**config.mk**
```make
export PLATFORM = sky130hd
export DESIGN_NAME = multiport_scoreboard_flat
export DESIGN_NICKNAME = d
export VERILOG_FILES = /design/src/rtl/multiport_scoreboard_pkg.sv /design/src/rtl/multiport_scoreboard_if.sv /design/src/rtl/multiport_scoreboard_reg_table.sv /design/src/rtl/multiport_scoreboard.sv /design/src/flat_wrapper.sv
export SDC_FILE = /design/constraint.sdc
export NUM_CORES = 1
export LEC_CHECK = 0
export CORE_MARGIN = 2
export CORE_UTILIZATION = 50
export CTS_CLUSTER_SIZE = 28
export DETAILED_ROUTE_END_ITERATION = 7
export PLACE_DENSITY_LB_ADDON = 0.12
export SYNTH_ARGS = -nofsm -noshare
export SYNTH_HDL_FRONTEND = slang
export SYNTH_HIERARCHICAL = 1
export SYNTH_SLANG_ARGS = --single-unit
```
**constraint.sdc**
```tcl
create_clock -name clk -period 6.19 [get_ports clk]
set_input_delay 0.9285 -clock clk [delete_from_list [all_inputs] [get_ports clk]]
set_output_delay 0.9285 -clock clk [all_outputs]
set_load 0.01 [all_outputs]
```
**src/rtl/multiport_scoreboard_pkg.sv**
```systemverilog
// multiport_scoreboard_pkg: shared widths, FSM encoding and issue-record type for the scoreboard.
package multiport_scoreboard_pkg;
    localparam int SB_NREGS = 32;
    localparam int SB_NFU = 5;
    localparam int SB_NWB = 2;
    localparam int SB_RW = $clog2(SB_NREGS);
    localparam int SB_FW = $clog2(SB_NFU);
    localparam logic [1:0] ST_RUN = 2'd0;
    localparam logic [1:0] ST_BR_WAIT = 2'd1;
    localparam logic [1:0] ST_DRAIN = 2'd2;
    localparam logic [1:0] ST_HALTED = 2'd3;
    typedef enum logic [1:0] {
        RUN = ST_RUN,
        BR_WAIT = ST_BR_WAIT,
        DRAIN = ST_DRAIN,
        HALTED = ST_HALTED
    } sb_state_t;
    typedef struct packed {
        logic [SB_RW-1:0] rd;
        logic [SB_RW-1:0] rs1;
        logic [SB_RW-1:0] rs2;
        logic [SB_FW-1:0] fu;
        logic rd_en;
    } sb_issue_t;
endpackage

```
**src/rtl/multiport_scoreboard_if.sv**
```systemverilog
// multiport_scoreboard_if: fetch, issue, writeback, branch and status signals of the scoreboard.
interface multiport_scoreboard_if
    import multiport_scoreboard_pkg::*;
#(
    parameter int NREGS = SB_NREGS,
    parameter int NFU = SB_NFU,
    parameter int NWB = SB_NWB
) ();
    localparam int RW = $clog2(NREGS);
    localparam int FW = $clog2(NFU);
    logic fetch_valid;
    logic [RW-1:0] fetch_rd;
    logic [RW-1:0] fetch_rs1;
    logic [RW-1:0] fetch_rs2;
    logic fetch_rd_en;
    logic fetch_rs1_en;
    logic fetch_rs2_en;
    logic [FW-1:0] fetch_fu;
    logic fetch_branch;
    logic fetch_halt_req;
    logic freeze;
    logic issue_valid;
    logic issue_ready;
    logic [RW-1:0] issue_rd;
    logic [RW-1:0] issue_rs1;
    logic [RW-1:0] issue_rs2;
    logic [FW-1:0] issue_fu;
    logic issue_rd_en;
    logic [NWB-1:0] wb_valid;
    logic [NWB*RW-1:0] wb_rd;
    logic [NWB-1:0] wb_rd_en;
    logic [NWB*FW-1:0] wb_fu;
    logic branch_resolved;
    logic branch_miss;
    logic jump;
    logic fetch_halt;
    logic halt;
    logic [NREGS-1:0] pending;
    modport master (
        output fetch_valid, fetch_rd, fetch_rs1, fetch_rs2, fetch_rd_en, fetch_rs1_en, fetch_rs2_en,
        output fetch_fu, fetch_branch, fetch_halt_req, issue_ready,
        output wb_valid, wb_rd, wb_rd_en, wb_fu, branch_resolved, branch_miss,
        input freeze, issue_valid, issue_rd, issue_rs1, issue_rs2, issue_fu, issue_rd_en,
        input jump, fetch_halt, halt, pending
    );
    modport slave (
        input fetch_valid, fetch_rd, fetch_rs1, fetch_rs2, fetch_rd_en, fetch_rs1_en, fetch_rs2_en,
        input fetch_fu, fetch_branch, fetch_halt_req, issue_ready,
        input wb_valid, wb_rd, wb_rd_en, wb_fu, branch_resolved, branch_miss,
        output freeze, issue_valid, issue_rd, issue_rs1, issue_rs2, issue_fu, issue_rd_en,
        output jump, fetch_halt, halt, pending
    );
endinterface

```
**src/rtl/multiport_scoreboard_reg_table.sv**
```systemverilog
// multiport_scoreboard_reg_table: pending-register bits with one set port, NWB clear ports and
// three lookups that already see this cycle's clears.
module multiport_scoreboard_reg_table
    import multiport_scoreboard_pkg::*;
#(
    parameter int NREGS = SB_NREGS,
    parameter int NWB = SB_NWB,
    parameter int ZERO_REG = 1,
    localparam int RW = $clog2(NREGS)
) (
    input  logic              clk,
    input  logic              rst,
    input  logic              set_en_i,
    input  logic [RW-1:0]     set_idx_i,
    input  logic [NWB-1:0]    clr_en_i,
    input  logic [NWB*RW-1:0] clr_idx_i,
    input  logic [3*RW-1:0]   lk_idx_i,
    output logic [2:0]        lk_o,
    output logic [NREGS-1:0]  pending_o
);
    logic [NREGS-1:0] pending_q, pending_d, clr_mask, set_mask, byp;
    // Set is applied after clears so a same-cycle set on a cleared register wins.
    always_comb begin
        clr_mask = '0;
        for (int i = 0; i < NWB; i++)
            if (clr_en_i[i]) clr_mask[clr_idx_i[i*RW +: RW]] = 1'b1;
        set_mask = (set_en_i && !(ZERO_REG != 0 && set_idx_i == '0)) ? NREGS'(1) << set_idx_i : '0;
        byp = pending_q & ~clr_mask;
        pending_d = byp | set_mask;
        lk_o = '0;
        for (int k = 0; k < 3; k++) lk_o[k] = byp[lk_idx_i[k*RW +: RW]];
    end
    always_ff @(posedge clk) begin
        if (rst) pending_q <= '0;
        else pending_q <= pending_d;
    end
    assign pending_o = pending_q;
endmodule

```
**src/rtl/multiport_scoreboard.sv**
```systemverilog
// multiport_scoreboard: in-order issue scoreboard with RAW/WAW/structural stalls, multi-port
// writeback, branch blocking and halt drain.
module multiport_scoreboard
    import multiport_scoreboard_pkg::*;
#(
    parameter int NREGS = SB_NREGS,
    parameter int NFU = SB_NFU,
    parameter int NWB = SB_NWB,
    parameter int ZERO_REG = 1
) (
    input logic clk,
    input logic rst,
    multiport_scoreboard_if.slave bus
);
    localparam int RW = $clog2(NREGS);
    localparam int FW = $clog2(NFU);
    logic [NFU-1:0] fu_busy_q, fu_busy_d, fu_clr, fu_byp, fu_set;
    sb_issue_t issue_q, issue_d;
    logic issue_valid_q, issue_valid_d;
    sb_state_t state_q, state_d;
    logic jump_q, jump_d;
    logic [2:0] lk;
    logic [NREGS-1:0] pend;
    logic fu_ok, hazard, accept, take, drained;
    multiport_scoreboard_reg_table #(.NREGS(NREGS), .NWB(NWB), .ZERO_REG(ZERO_REG)) u_regs (
        .clk(clk),
        .rst(rst),
        .set_en_i(take && bus.fetch_rd_en),
        .set_idx_i(bus.fetch_rd),
        .clr_en_i(bus.wb_valid & bus.wb_rd_en),
        .clr_idx_i(bus.wb_rd),
        .lk_idx_i({bus.fetch_rd, bus.fetch_rs2, bus.fetch_rs1}),
        .lk_o(lk),
        .pending_o(pend)
    );
    always_comb begin
        fu_clr = '0;
        for (int i = 0; i < NWB; i++)
            if (bus.wb_valid[i] && {1'b0, bus.wb_fu[i*FW +: FW]} < (FW+1)'(NFU))
                fu_clr[bus.wb_fu[i*FW +: FW]] = 1'b1;
    end
    assign fu_byp = fu_busy_q & ~fu_clr;
    assign fu_ok = {1'b0, bus.fetch_fu} < (FW+1)'(NFU);
    assign hazard = (bus.fetch_rs1_en && lk[0]) || (bus.fetch_rs2_en && lk[1]) ||
                    (bus.fetch_rd_en && lk[2]) || !fu_ok || fu_byp[bus.fetch_fu];
    assign accept = bus.fetch_valid && state_q == RUN && !hazard && (!issue_valid_q || bus.issue_ready);
    // A halt only changes state: it claims no register, no unit and no issue slot.
    assign take = accept && !bus.fetch_halt_req;
    assign fu_set = take ? NFU'(1) << bus.fetch_fu : '0;
    assign fu_busy_d = fu_byp | fu_set;
    assign issue_d = take ? '{rd: bus.fetch_rd, rs1: bus.fetch_rs1, rs2: bus.fetch_rs2,
                              fu: bus.fetch_fu, rd_en: bus.fetch_rd_en} : issue_q;
    assign issue_valid_d = take || (issue_valid_q && !bus.issue_ready);
    assign drained = pend == '0 && fu_busy_q == '0 && !issue_valid_q;
    assign jump_d = state_q == BR_WAIT && bus.branch_resolved && bus.branch_miss;
    always_comb begin
        state_d = state_q;
        if (state_q == RUN && accept)
            state_d = bus.fetch_halt_req ? DRAIN : bus.fetch_branch ? BR_WAIT : RUN;
        else if (state_q == BR_WAIT && bus.branch_resolved) state_d = RUN;
        else if (state_q == DRAIN && drained) state_d = HALTED;
    end
    always_ff @(posedge clk) begin
        if (rst) begin
            fu_busy_q <= '0;
            issue_q <= '0;
            issue_valid_q <= 1'b0;
            state_q <= RUN;
            jump_q <= 1'b0;
        end else begin
            fu_busy_q <= fu_busy_d;
            issue_q <= issue_d;
            issue_valid_q <= issue_valid_d;
            state_q <= state_d;
            jump_q <= jump_d;
        end
    end
    assign bus.freeze = bus.fetch_valid && !accept;
    assign bus.issue_valid = issue_valid_q;
    assign bus.issue_rd = issue_q.rd;
    assign bus.issue_rs1 = issue_q.rs1;
    assign bus.issue_rs2 = issue_q.rs2;
    assign bus.issue_fu = issue_q.fu;
    assign bus.issue_rd_en = issue_q.rd_en;
    assign bus.jump = jump_q;
    assign bus.fetch_halt = state_q == DRAIN || state_q == HALTED;
    assign bus.halt = state_q == HALTED;
    assign bus.pending = pend;
endmodule

```
**src/flat_wrapper.sv**
```systemverilog
// flat-port wrapper written by rule: the top's interface ports become plain ports
module multiport_scoreboard_flat import multiport_scoreboard_pkg::*;
#(
    parameter int NREGS = SB_NREGS,
    parameter int NFU = SB_NFU,
    parameter int NWB = SB_NWB,
    parameter int ZERO_REG = 1
)
  (clk, rst, bus_fetch_valid, bus_fetch_rd, bus_fetch_rs1, bus_fetch_rs2, bus_fetch_rd_en, bus_fetch_rs1_en, bus_fetch_rs2_en, bus_fetch_fu, bus_fetch_branch, bus_fetch_halt_req, bus_issue_ready, bus_wb_valid, bus_wb_rd, bus_wb_rd_en, bus_wb_fu, bus_branch_resolved, bus_branch_miss, bus_freeze, bus_issue_valid, bus_issue_rd, bus_issue_rs1, bus_issue_rs2, bus_issue_fu, bus_issue_rd_en, bus_jump, bus_fetch_halt, bus_halt, bus_pending);
  multiport_scoreboard_if #(.NREGS(NREGS), .NFU(NFU), .NWB(NWB)) bus_i ();
  input logic clk;
  input logic rst;
  input wire logic [$bits(bus_i.fetch_valid)-1:0] bus_fetch_valid;
  input wire logic [$bits(bus_i.fetch_rd)-1:0] bus_fetch_rd;
  input wire logic [$bits(bus_i.fetch_rs1)-1:0] bus_fetch_rs1;
  input wire logic [$bits(bus_i.fetch_rs2)-1:0] bus_fetch_rs2;
  input wire logic [$bits(bus_i.fetch_rd_en)-1:0] bus_fetch_rd_en;
  input wire logic [$bits(bus_i.fetch_rs1_en)-1:0] bus_fetch_rs1_en;
  input wire logic [$bits(bus_i.fetch_rs2_en)-1:0] bus_fetch_rs2_en;
  input wire logic [$bits(bus_i.fetch_fu)-1:0] bus_fetch_fu;
  input wire logic [$bits(bus_i.fetch_branch)-1:0] bus_fetch_branch;
  input wire logic [$bits(bus_i.fetch_halt_req)-1:0] bus_fetch_halt_req;
  input wire logic [$bits(bus_i.issue_ready)-1:0] bus_issue_ready;
  input wire logic [$bits(bus_i.wb_valid)-1:0] bus_wb_valid;
  input wire logic [$bits(bus_i.wb_rd)-1:0] bus_wb_rd;
  input wire logic [$bits(bus_i.wb_rd_en)-1:0] bus_wb_rd_en;
  input wire logic [$bits(bus_i.wb_fu)-1:0] bus_wb_fu;
  input wire logic [$bits(bus_i.branch_resolved)-1:0] bus_branch_resolved;
  input wire logic [$bits(bus_i.branch_miss)-1:0] bus_branch_miss;
  output wire logic [$bits(bus_i.freeze)-1:0] bus_freeze;
  output wire logic [$bits(bus_i.issue_valid)-1:0] bus_issue_valid;
  output wire logic [$bits(bus_i.issue_rd)-1:0] bus_issue_rd;
  output wire logic [$bits(bus_i.issue_rs1)-1:0] bus_issue_rs1;
  output wire logic [$bits(bus_i.issue_rs2)-1:0] bus_issue_rs2;
  output wire logic [$bits(bus_i.issue_fu)-1:0] bus_issue_fu;
  output wire logic [$bits(bus_i.issue_rd_en)-1:0] bus_issue_rd_en;
  output wire logic [$bits(bus_i.jump)-1:0] bus_jump;
  output wire logic [$bits(bus_i.fetch_halt)-1:0] bus_fetch_halt;
  output wire logic [$bits(bus_i.halt)-1:0] bus_halt;
  output wire logic [$bits(bus_i.pending)-1:0] bus_pending;
  assign bus_i.fetch_valid = bus_fetch_valid;
  assign bus_i.fetch_rd = bus_fetch_rd;
  assign bus_i.fetch_rs1 = bus_fetch_rs1;
  assign bus_i.fetch_rs2 = bus_fetch_rs2;
  assign bus_i.fetch_rd_en = bus_fetch_rd_en;
  assign bus_i.fetch_rs1_en = bus_fetch_rs1_en;
  assign bus_i.fetch_rs2_en = bus_fetch_rs2_en;
  assign bus_i.fetch_fu = bus_fetch_fu;
  assign bus_i.fetch_branch = bus_fetch_branch;
  assign bus_i.fetch_halt_req = bus_fetch_halt_req;
  assign bus_i.issue_ready = bus_issue_ready;
  assign bus_i.wb_valid = bus_wb_valid;
  assign bus_i.wb_rd = bus_wb_rd;
  assign bus_i.wb_rd_en = bus_wb_rd_en;
  assign bus_i.wb_fu = bus_wb_fu;
  assign bus_i.branch_resolved = bus_branch_resolved;
  assign bus_i.branch_miss = bus_branch_miss;
  assign bus_freeze = bus_i.freeze;
  assign bus_issue_valid = bus_i.issue_valid;
  assign bus_issue_rd = bus_i.issue_rd;
  assign bus_issue_rs1 = bus_i.issue_rs1;
  assign bus_issue_rs2 = bus_i.issue_rs2;
  assign bus_issue_fu = bus_i.issue_fu;
  assign bus_issue_rd_en = bus_i.issue_rd_en;
  assign bus_jump = bus_i.jump;
  assign bus_fetch_halt = bus_i.fetch_halt;
  assign bus_halt = bus_i.halt;
  assign bus_pending = bus_i.pending;
  multiport_scoreboard #(.NREGS(NREGS), .NFU(NFU), .NWB(NWB), .ZERO_REG(ZERO_REG)) u_core (.clk(clk), .rst(rst), .bus(bus_i));
endmodule
```
Yosys cells after proc, flatten, opt, wreduce, memory -nomap -nowiden:

Cells that the tools add are included.
W data, S select, Z words.

* flip-flop bits (word level): 60
* latch bits: 0
* bits in writable memories: 0
* bits in read-only memories: 0
* input bits: 49
* output and inout port bits: 56
* memories kept: 0

* add/subtract/negate cells: 0
* $mul: 0
* divide/modulo/power cells: 0
* order comparisons: 15
* equality and inequality tests: 3
* shift operators: 2
* multiplexer cells: 27
* bitwise gates (word level): 9
* reductions and logical operators: 42

Operators with widths (number)
* $mux W32: 3
* $or A32 B32 Y32: 2
* $and A32 B32 Y32: 1
* $logic_not A32 Y1: 1
* $not A32 Y32: 1
* $shl A1 B5 Y32 const A: 1
* $lt A5 B6 Y1 const B: 5
* $logic_and A1 B1 Y1: 23
* $bmux W1 S5: 3
* $mux W5: 3
* $lt A3 B4 Y1 const B: 3
* $demux W1 S5: 2
* $ge A5 B1 Y1 const B: 2
* $logic_not A5 Y1: 2
* $or A5 B5 Y5: 2
* $lt A3 B3 Y1 const B: 3
* $mux W1: 9
* $mux W2: 4
* $logic_not A1 Y1: 7
* $logic_or A1 B1 Y1: 7
* $demux W1 S3: 2
* $ge A3 B1 Y1 const B: 2
* $and A5 B5 Y5: 1
* $not A5 Y5: 1
* 7 further kinds: 8

Depth between registers and ports, before layout:

Gate-level depths: netlist of run 1.

* depth after elaboration: 24
* gate-level depth with buffers: 16
* depth with buffers taken out: 15

Hierarchy:

Netlist of run 1, hierarchy kept.

Modules (own cells, without submodules)
* multiport_scoreboard_reg_table: instances 1, cells each 351, area each 2673.8 um^2, sequential area each 640.6 um^2
* multiport_scoreboard: instances 1, cells each 168, area each 1549.0 um^2, sequential area each 560.5 um^2

Worst setup path after synthesis of run 1:

No wires, ideal clock.

* kind: input -> register
* start: input port bus_wb_rd_en[1]
* end: register u_core.u_regs.pending_q[1], in the netlist u_core/u_regs/pending_o[1]
* arrival time: 4.265 ns
* path slack: 1.855 ns
* stages: 16
* buffers on the path: 1
* cells stage by stage: and2_1 > or3b_1 > clkbuf_1 > o221a_2 > mux4_2 > nor3_2 > o31a_1 > nor4_1 > nand2_1 > nand4_1 > nor4_2 > and3_1 > nor3b_1 > nor2b_1 > nand2_1 > a21oi_1

* elaborated cells between the ends (all ways): 25
* classes of those cells: mux: 8; bitwise: 4; reduce/logical: 13

RTL lines
* start, declared: RTL line flat_wrapper.sv:26 `input wire logic [$bits(bus_i.wb_rd_en)-1:0] bus_wb_rd_en;`
* $and A2 B2 Y2: RTL line multiport_scoreboard.sv:30 `.clr_en_i(bus.wb_valid & bus.wb_rd_en),`
* $mux W32: RTL line multiport_scoreboard_reg_table.sv:26 `if (clr_en_i[i]) clr_mask[clr_idx_i[i*RW +: RW]] = 1'b1;`
* $not A32 Y32: RTL line multiport_scoreboard_reg_table.sv:28 `byp = pending_q & ~clr_mask;`
* $and A32 B32 Y32: RTL line multiport_scoreboard_reg_table.sv:28
* $bmux W1 S5: RTL line multiport_scoreboard_reg_table.sv:31 `for (int k = 0; k < 3; k++) lk_o[k] = byp[lk_idx_i[k*RW +: RW]];`
* $mux W1 (not written as such): RTL line multiport_scoreboard_reg_table.sv:31
* net u_core.lk[2]: RTL line multiport_scoreboard.sv:22 `logic [2:0] lk;`
* $logic_and A1 B1 Y1: RTL line multiport_scoreboard.sv:45 `(bus.fetch_rd_en && lk[2]) || !fu_ok || fu_byp[bus.fetch_fu];`
* $logic_or A1 B1 Y1: RTL line multiport_scoreboard.sv:44 `assign hazard = (bus.fetch_rs1_en && lk[0]) || (bus.fetch_rs2_en && lk[1]) ||`
* $logic_or A1 B1 Y1 (2 in series): RTL line multiport_scoreboard.sv:45
* $logic_not A1 Y1: RTL line multiport_scoreboard.sv:46 `assign accept = bus.fetch_valid && state_q == RUN && !hazard && (!issue_valid_q || bus.issue_ready);`
* $logic_and A1 B1 Y1 (2 in series): RTL line multiport_scoreboard.sv:46
* $logic_and A1 B1 Y1: RTL line multiport_scoreboard.sv:48 `assign take = accept && !bus.fetch_halt_req;`
* $logic_and A1 B1 Y1: RTL line multiport_scoreboard.sv:28 `.set_en_i(take && bus.fetch_rd_en),`
* $logic_and A1 B1 Y1: RTL line multiport_scoreboard_reg_table.sv:27 `set_mask = (set_en_i && !(ZERO_REG != 0 && set_idx_i == '0)) ? NREGS'(1) << set_idx_i : '0;`
* $mux W32: RTL line multiport_scoreboard_reg_table.sv:27
* $or A32 B32 Y32: RTL line multiport_scoreboard_reg_table.sv:29 `pending_d = byp | set_mask;`
* end signal, assigned: RTL line multiport_scoreboard_reg_table.sv:35 `else pending_q <= pending_d;`
* end, declared: RTL line multiport_scoreboard_reg_table.sv:21 `logic [NREGS-1:0] pending_q, pending_d, clr_mask, set_mask, byp;`

The timed path passes the listed nets, and every way through them passes these cells. The select of a mux whose other input is x is not followed.
A chain may end at the register's enable or synchronous reset.

Final worst setup path of run 1:

* start: input port bus_wb_valid[1]
* end: output port bus_freeze

* elaborated cells between the ends (all ways): 28
* classes of those cells: mux: 10; bitwise: 5; reduce/logical: 13

RTL lines
* start, declared: RTL line flat_wrapper.sv:24 `input wire logic [$bits(bus_i.wb_valid)-1:0] bus_wb_valid;`
* $and A2 B2 Y2: RTL line multiport_scoreboard.sv:30
* $mux W32: RTL line multiport_scoreboard_reg_table.sv:26
* $not A32 Y32: RTL line multiport_scoreboard_reg_table.sv:28
* $and A32 B32 Y32: RTL line multiport_scoreboard_reg_table.sv:28
* $bmux W1 S5: RTL line multiport_scoreboard_reg_table.sv:31
* $mux W1 (not written as such): RTL line multiport_scoreboard_reg_table.sv:31
* net u_core.lk[2]: RTL line multiport_scoreboard.sv:22
* $logic_and A1 B1 Y1: RTL line multiport_scoreboard.sv:45
* $logic_or A1 B1 Y1: RTL line multiport_scoreboard.sv:44
* $logic_or A1 B1 Y1 (2 in series): RTL line multiport_scoreboard.sv:45
* $logic_not A1 Y1: RTL line multiport_scoreboard.sv:46
* $logic_and A1 B1 Y1 (2 in series): RTL line multiport_scoreboard.sv:46
* $logic_not A1 Y1: RTL line multiport_scoreboard.sv:78 `assign bus.freeze = bus.fetch_valid && !accept;`
* $logic_and A1 B1 Y1: RTL line multiport_scoreboard.sv:78
* end, declared: RTL line flat_wrapper.sv:30 `output wire logic [$bits(bus_i.freeze)-1:0] bus_freeze;`

The timed path passes the listed nets, and every way through them passes these cells. The select of a mux whose other input is x is not followed.

==> results by group, run 1 <==
Status
  • Status: finished, final reports clean

Worst hold path
  • Cell count of the worst hold path: 2
  • WHS Endpoint: u_core/bus.issue_fu[0]$_SDFFE_PP0P_
  • Hold Crit Class: reg2reg
  • HP Start: u_core/bus.issue_fu[0]$_SDFFE_PP0P_

Global routing
  • Vias in the first global route: 4422
  • Global-route wire length before repair: 24.2 mm
  • Gr ovfl total: 0
  • Pin count of the biggest net entering global routing: 80
  • Initial antenna violation count: 0
  • Total GRT Usage: 0.353

Power
  • Final Power: 961 uW
  • P_leak: 0.00174 uW
  • Pwr dens: 175 nW/um^2
  • Worst VDD drop: 0.0998 mV

Yosys
  • Register area share after synthesis: 0.284
  • Number of enable flip-flop cells after synthesis: 0
  • Synthesized Nets: 568
  • Netlist Area Pre-Place: 4220 sq um
  • Count of different cell masters after synthesis: 66
  • Synth warnings: 6
  • Syn avg cell area: 8.14 sq um
  • Main synth FF type: dfxtp_1
  • Synth Instances: 519
  • Synthesized flop and latch total: 60
  • Share of synthesized registers carrying an async set or reset: 0

Cells and area
  • Fill cells: 710
  • Layout cells sized above 1: 0.0885
  • NumNets Final: 654
  • Most frequent cells in the layout: 103 x clkdlybuf4s50_1, 60 x dfxtp_1, 50 x nand2_1
  • Commonest non-fill, non-tap cell in the layout: clkdlybuf4s50_1
  • Area Growth Syn to Fin: 30.0%
  • ANT cells: 0
  • Non-filler cells, final: 715

Route
  • Wire per inst: 22.8 um
  • Starting DRT DRC Count: 518
  • Via count: 4868
  • Final wirelength: 16.3 mm
  • Detail Route Antenna Nets: 0
  • Vias per cell: 6.81
  • TritonRoute pass-1 iters: 6
  • DRC: 0

Timing
  • Final period utilization: 0.954
  • Setup-failing EPs final: 0
  • Clk_skew: 0.0189 ns
  • Max Clock Freq: 169 MHz
  • Final setup margin: 0.286 ns
  • Worst rel slew slack: 0.384
  • Setup tns final: 0 ns
  • Worst Hold Slack: 0.468 ns
  • Final Critical Period: 5.90 ns
  • Slew Limit Fails: 0
  • RSZ-0062 raised after global routing: false
  • Hold Fails Final Rpt: 0
  • Worst-Margin Slew: 0.922 ns

CTS
  • H-tree level count: 3
  • Post-CTS sizing: 0
  • Clock-pin slew on the worst setup and hold paths: 0.07 ns
  • # hold bufs at CTS: 0
  • CTS Sinks: 60
  • Max Root-Sink Buffers: 2
  • Worst-Skew Late Latency: 0.35 ns
  • Cts bufs inserted: 9
  • CTS tree: built
  • Root buffer cell: clkbuf_8
  • Post-CTS Setup Bufs: 0

Worst setup path
  • Worst r2r src: u_core/u_regs/pending_o[7]$_SDFF_PP0_
  • Crit Reg-Reg Endpoint: u_core/u_regs/pending_o[2]$_SDFF_PP0_
  • CP Capture Type: output port
  • Worst reg-to-reg setup slack: 2.53 ns
  • Largest stage delay, worst path: 0.60 ns
  • WS Path Type: in2out
  • Crit path DAT: 4.98 ns
  • CP Cell Sequence: clkdlybuf4s50_1, and2_1, nand3b_1, o221ai_1, mux2_2, o21ai_0, o21ai_0, nor4_1, nand2_1, nand4_1, nor3_1, a21boi_0, clkdlybuf4s50_1
  • Crit-path max FO: 8
  • Critical Path RT: 5.26 ns
  • Slowest CP cell: clkdlybuf4s50_1
  • CP Launch Type: input port
  • R2R depth: 13

Run
  • Max_cap viols: 0

Place
  • GPL Wtd Cong: 1.02
  • Number of port buffers: 104
  • DP HPWL: 11.8 mm
  • Worst slack, placed: 0.396 ns
  • Inst Count DP: 699

Die
  • # rows: 33
  • Starting Density: 0.514
  • Die span in y: 95.9 um
  • I/O Pins: 105
  • Core ar.: 8220 sq um
  • Die area: 9200 sq um
  • Horiz. Die Dim: 95.9 um
-- worst max path at each step --
stage	start	end	depth (start not counted)
6_report	bus_wb_valid[1]	bus_freeze	13
5_1_grt	bus_wb_valid[1]	bus_freeze	13
4_1_cts	bus_wb_valid[1]	bus_freeze	13
3_5_place_dp	bus_wb_valid[1]	bus_freeze	13
3_3_place_gp	bus_wb_valid[1]	u_core/u_regs/pending_o[1]$_SDFF_PP0_	16
2_1_floorplan	bus_wb_rd_en[1]	u_core/u_regs/pending_o[1]$_SDFF_PP0_	16
-- area by class of cell --
cell class                      instances  area, sq um  share of cell area
Clock buffer                            9          124              0.0226
Inverter                                3         11.3             0.00205
Multi-Input combinational cell        419         2850               0.518
Tap cell                              105          131              0.0239
Clock inverter                          7         81.3              0.0148
Timing Repair Buffer                  112         1100               0.200
Sequential cell                        60         1200               0.219
-- Yosys cell counts, drive strengths merged, types with 2 or more instances --
cell | count | area, sq um
dfxtp | 60 | 1200
nand2 | 50 | 188
nand2b | 44 | 275
a21oi | 38 | 190
clkbuf | 31 | 118
o221ai | 31 | 272
mux2i | 23 | 230
nor2 | 23 | 86.3
nand3 | 21 | 105
nand3b | 13 | 97.6
nor3 | 12 | 65.1
nor4 | 12 | 81.3
o21ai | 10 | 50.0
o22ai | 10 | 62.6
and2 | 9 | 58.8
nor2b | 9 | 56.3
o221a | 9 | 101
or3b | 9 | 78.8
nor3b | 7 | 52.6
a22oi | 6 | 45.0
buf | 6 | 65.1
nand4b | 6 | 52.6
and3 | 5 | 31.3
mux2 | 5 | 56.3
nand4 | 5 | 31.3
o211ai | 5 | 37.5
or3 | 5 | 31.3
a2bb2oi | 4 | 35.0
nand4bb | 4 | 45.0
o2111ai | 4 | 35.0
a31oi | 3 | 18.8
and3b | 3 | 26.3
inv | 3 | 11.3
o2bb2ai | 3 | 26.3
or4b | 3 | 30.0
or4bb | 3 | 33.8
a211oi | 2 | 15.0
a311oi | 2 | 17.5
and4 | 2 | 17.5
mux4 | 2 | 45.0
nor4bb | 2 | 20.0
o31ai | 2 | 15.0
-- logic make-up after synthesis --
kind of cell           Yosys count  share of synthesized area
AOI/OAI and AO/OA              138                      0.237
muxes                           30                     0.0785
and+or+nand+nor                251                      0.354
buffers and inverters           40                     0.0459
DFF                             60                      0.284
-- critical path, delay by kind of cell --
family | cells | cell delay, ns
AND/OR/NAND/NOR | 6 | 1.43
buffers and inverters | 2 | 1.10
AO/OA/AOI/OAI | 4 | 1.07
multiplexers | 1 | 0.43
-- power breakdown --
| part | internal (uW) | switching [uW] | leakage [uW] | total [uW] |
|---|---|---|---|---|
| Combinational | 83.7 | 98.1 | 0.00116 | 182 |
| Sequential | 393 | 4.88 | 0.000484 | 398 |
| Clock | 192 | 190 | 0.000101 | 381 |
| Total | 668 | 293 | 0.00174 | 961 |
-- metal layers --
metal / routed length (um) / global-route usage
met5: 0 / 0
met4: 884 / 0.198
met1: 6320 / 0.440
met2: 7420 / 0.566
met3: 1690 / 0.0728
-- metrics by stage --
stage / instance area [sq um] / utilization
global placement: 5270 / 0.641
global route: 5490 / 0.668
detailed placement: 5270 / 0.641
floorplan: 4220 / -
CTS: 5470 / 0.666
finish: 5490 / 0.668
-- sequential cells by signal, indices dropped and copies added (netlist names) --
name                     cells
u_core/bus.issue_rd          5
u_core/bus.issue_rs1         5
u_core/state_q               2
u_core/u_regs/pending_o     32
u_core/bus.issue_fu          3
u_core/bus.jump              1
u_core/bus.issue_rs2         5
u_core/bus.issue_valid       1
u_core/fu_busy_q             5
u_core/bus.issue_rd_en       1
Power figures use the tool's default switching activity.
==> inputs of run 2 (changes only) <==
- clock period: 6.19 -> 7.5 ns (I/O delays scaled with it)
==> run 2 against run 1 <==
  * Largest power group is now clock
  * Utilization fell by 0.14 points
  * Worst hold slack worse by 0.0033 ns
  * Non-clock buffer count down 6
  * The run now ends with design-rule violations left
  * Register-to-register slack improved by 1.3 ns
  * Sequential share of layout area about the same
  * Sequential cell count unchanged
  * Critical endpoint unchanged
  * Critical path depth unchanged
  * Global-route usage down 1.4 points
  * First-iteration DRC count grew 14%
==> results by group, run 2 (synthesis results as in run 1) <==
Die
  • Die span in y: 95.9 um (unchanged)
  • Starting Density: 0.514 (unchanged)
  • Core ar.: 8220 sq um (unchanged)
  • Horiz. Die Dim: 95.9 um (unchanged)
  • I/O Pins: 105 (unchanged)
  • # rows: 33 (unchanged)
  • Die area: 9200 sq um (unchanged)

CTS
  • CTS tree: built (unchanged)
  • Cts bufs inserted: 9 (unchanged)
  • Clock-pin slew on the worst setup and hold paths: 0.06 ns (was 0.07 ns)
  • # hold bufs at CTS: 0 (unchanged)
  • Max Root-Sink Buffers: 2 (unchanged)
  • CTS Sinks: 60 (unchanged)
  • Worst-Skew Late Latency: 0.34 ns (was 0.35 ns)
  • H-tree level count: 3 (unchanged)
  • Post-CTS sizing: 0 (unchanged)
  • Root buffer cell: clkbuf_8 (unchanged)
  • Post-CTS Setup Bufs: 0 (unchanged)

Cells and area
  • ANT cells: 0 (unchanged)
  • Max reg flops: 32 (unchanged)
  • Commonest non-fill, non-tap cell in the layout: clkdlybuf4s50_1 (unchanged)
  • Final core occ: 0.667 (was 0.668)
  • Layout cells sized above 1: 0.0745 (was 0.0885)
  • Area Growth Syn to Fin: 29.8% (was 30.0%)
  • NumNets Final: 648 (was 654)
  • Most frequent cells in the layout: 103 x clkdlybuf4s50_1, 60 x dfxtp_1, 50 x nand2_1 (unchanged)

Route
  • Starting DRT DRC Count: 593 (was 518)
  • Final wirelength: 15.9 mm (was 16.3 mm)
  • Via count: 4870 (was 4868)
  • Detail Route Antenna Nets: 0 (unchanged)
  • TritonRoute pass-1 iters: 8 (was 6)
  • Wire per inst: 22.4 um (was 22.8 um)
  • Vias per cell: 6.87 (was 6.81)
  • DRC: 1 (was 0)

Run
  • Max_cap viols: 0 (unchanged)

Timing
  • RSZ-0062 raised after global routing: false (unchanged)
  • Worst-Margin Slew: 0.911 ns (was 0.922 ns)
  • Setup-failing EPs final: 0 (unchanged)
  • Worst rel slew slack: 0.390 (was 0.384)
  • Final period utilization: 0.836
  • Final Critical Period: 6.27 ns
  • Max Clock Freq: 159 MHz
  • Setup tns final: 0 ns (unchanged)
  • Slew Limit Fails: 0 (unchanged)
  • Worst Hold Slack: 0.464 ns (was 0.468 ns)
  • Clk_skew: 0.0141 ns (was 0.0189 ns)
  • Hold Fails Final Rpt: 0 (unchanged)

Worst setup path
  • Family with the most delay on the worst path: simple AND/OR/NAND/NOR gates (unchanged)
  • WS Path Type: in2out (unchanged)
  • Crit path DAT: 5.15 ns (was 4.98 ns)
  • CP Cell Sequence: clkdlybuf4s50_1, and2_1, nand3b_1, o221ai_1, o2bb2ai_1, a211oi_1, o21ai_0, nor4_1, nand2_1, nand4_1, nor3_1, a21boi_0, clkdlybuf4s50_1 (was clkdlybuf4s50_1, and2_1, nand3b_1, o221ai_1, mux2_2, o21ai_0, o21ai_0, nor4_1, nand2_1, nand4_1, nor3_1, a21boi_0, clkdlybuf4s50_1)
  • CP Capture Type: output port (unchanged)
  • Worst path bufs/invs: 2 (unchanged)
  • Largest stage delay, worst path: 0.57 ns (was 0.60 ns)
  • Critical Path RT: 6.38 ns (was 5.26 ns)
  • Slowest CP cell: nor4_1 (was clkdlybuf4s50_1)
  • Crit-path max FO: 11 (was 8)
  • CP Launch Type: input port (unchanged)
  • Crit path top cell by count: clkdlybuf4s50_1

Global routing
  • Initial antenna violation count: 0 (unchanged)
  • Vias in the first global route: 4219 (was 4422)
  • Global-route wire length before repair: 23.3 mm (was 24.2 mm)
  • Gr ovfl total: 0 (unchanged)
  • Total GRT Usage: 0.339 (was 0.353)
  • Pin count of the biggest net entering global routing: 80 (unchanged)

Status
  • Failing checks: design-rule violations
  • Status: finished with violations (was finished, final reports clean)

Place
  • DP HPWL: 11.5 mm (was 11.8 mm)
  • GPL Wtd Cong: 1.03 (was 1.02)
  • Number of port buffers: 104 (unchanged)

Power
  • P_leak: 0.00174 uW (about the same)
  • Worst VDD drop: 0.0948 mV (was 0.0998 mV)
  • Pwr dens: 156 nW/um^2 (was 175 nW/um^2)

Worst hold path
  • Hold Crit Class: reg2reg (unchanged)
## run 2: cell types whose count changed in the layout (fill, tap and decap cells not counted)
cell	delta
buf_4	-6
bufinv_16	+2
clkbuf_8	+2
clkinv_4	-2
inv_6	-2
o221ai_1	+3
o221ai_2	-3
## run 2: metrics by stage
stage          setup WS (ns)  cells  power (uW)  cell area [sq um]
6_report                1.23    709         854               5480
5_1_grt                 1.11    709         879               5480
4_1_cts                 1.40    709         853               5480
3_5_place_dp            1.43    693         479               5220
3_3_place_gp            1.44    693         477               5220
2_1_floorplan           2.95    519         418               4220
## run 2: final timing paths
path	start	endpoint	slack (ns)	cells after the start
min	u_core/bus.issue_fu[2]$_SDFFE_PP0P_	u_core/bus.issue_fu[2]$_SDFFE_PP0P_	0.46	2
max	bus_wb_valid[0]	bus_freeze	1.23	13
max reg2reg	u_core/u_regs/pending_o[7]$_SDFF_PP0_	u_core/u_regs/pending_o[1]$_SDFF_PP0_	3.82	13
min reg2reg	u_core/bus.issue_fu[2]$_SDFFE_PP0P_	u_core/bus.issue_fu[2]$_SDFFE_PP0P_	0.46	2
## run 2: cell type report
type	instances	area (sq um)
Timing Repair Buffer	106	1050
Fill cell	722	2740
Multi-Input combinational cell	419	2830
Inverter	3	11.3
Clock inverter	5	106
Clock buffer	11	151
Tap cell	105	131
Sequential cell	60	1200
## run 2: worst reg2reg max path, cell delays in order, from the launching register on
cell	delay [ns]
dfxtp_1	0.36
o221a_1	0.21
mux4_2	0.53
nor3_2	0.12
o31a_1	0.16
nor4_1	0.08
nand2_1	0.09
nand4_1	0.19
nor4_2	0.59
and3_1	0.36
nor3b_1	0.26
nor2b_1	0.39
nand2_1	0.10
a21oi_1	0.18
## run 2: where the power goes
part,leakage [uW],switching [uW],internal [uW],total [uW]
Combinational,0.00113,80.4,67.8,148
Sequential,0.000484,3.82,324,328
Clock,0.000126,138,240,378
## run 2: per-layer routing
layer / share of wire / GRT usage / up-vias
li1: - / - / 2164
met1: 0.39 / 0.441 / 2257
met2: 0.45 / 0.550 / 371
met3: 0.11 / 0.0493 / 78
met4: 0.054 / 0.164 / 0
met5: 0 / 0 / -
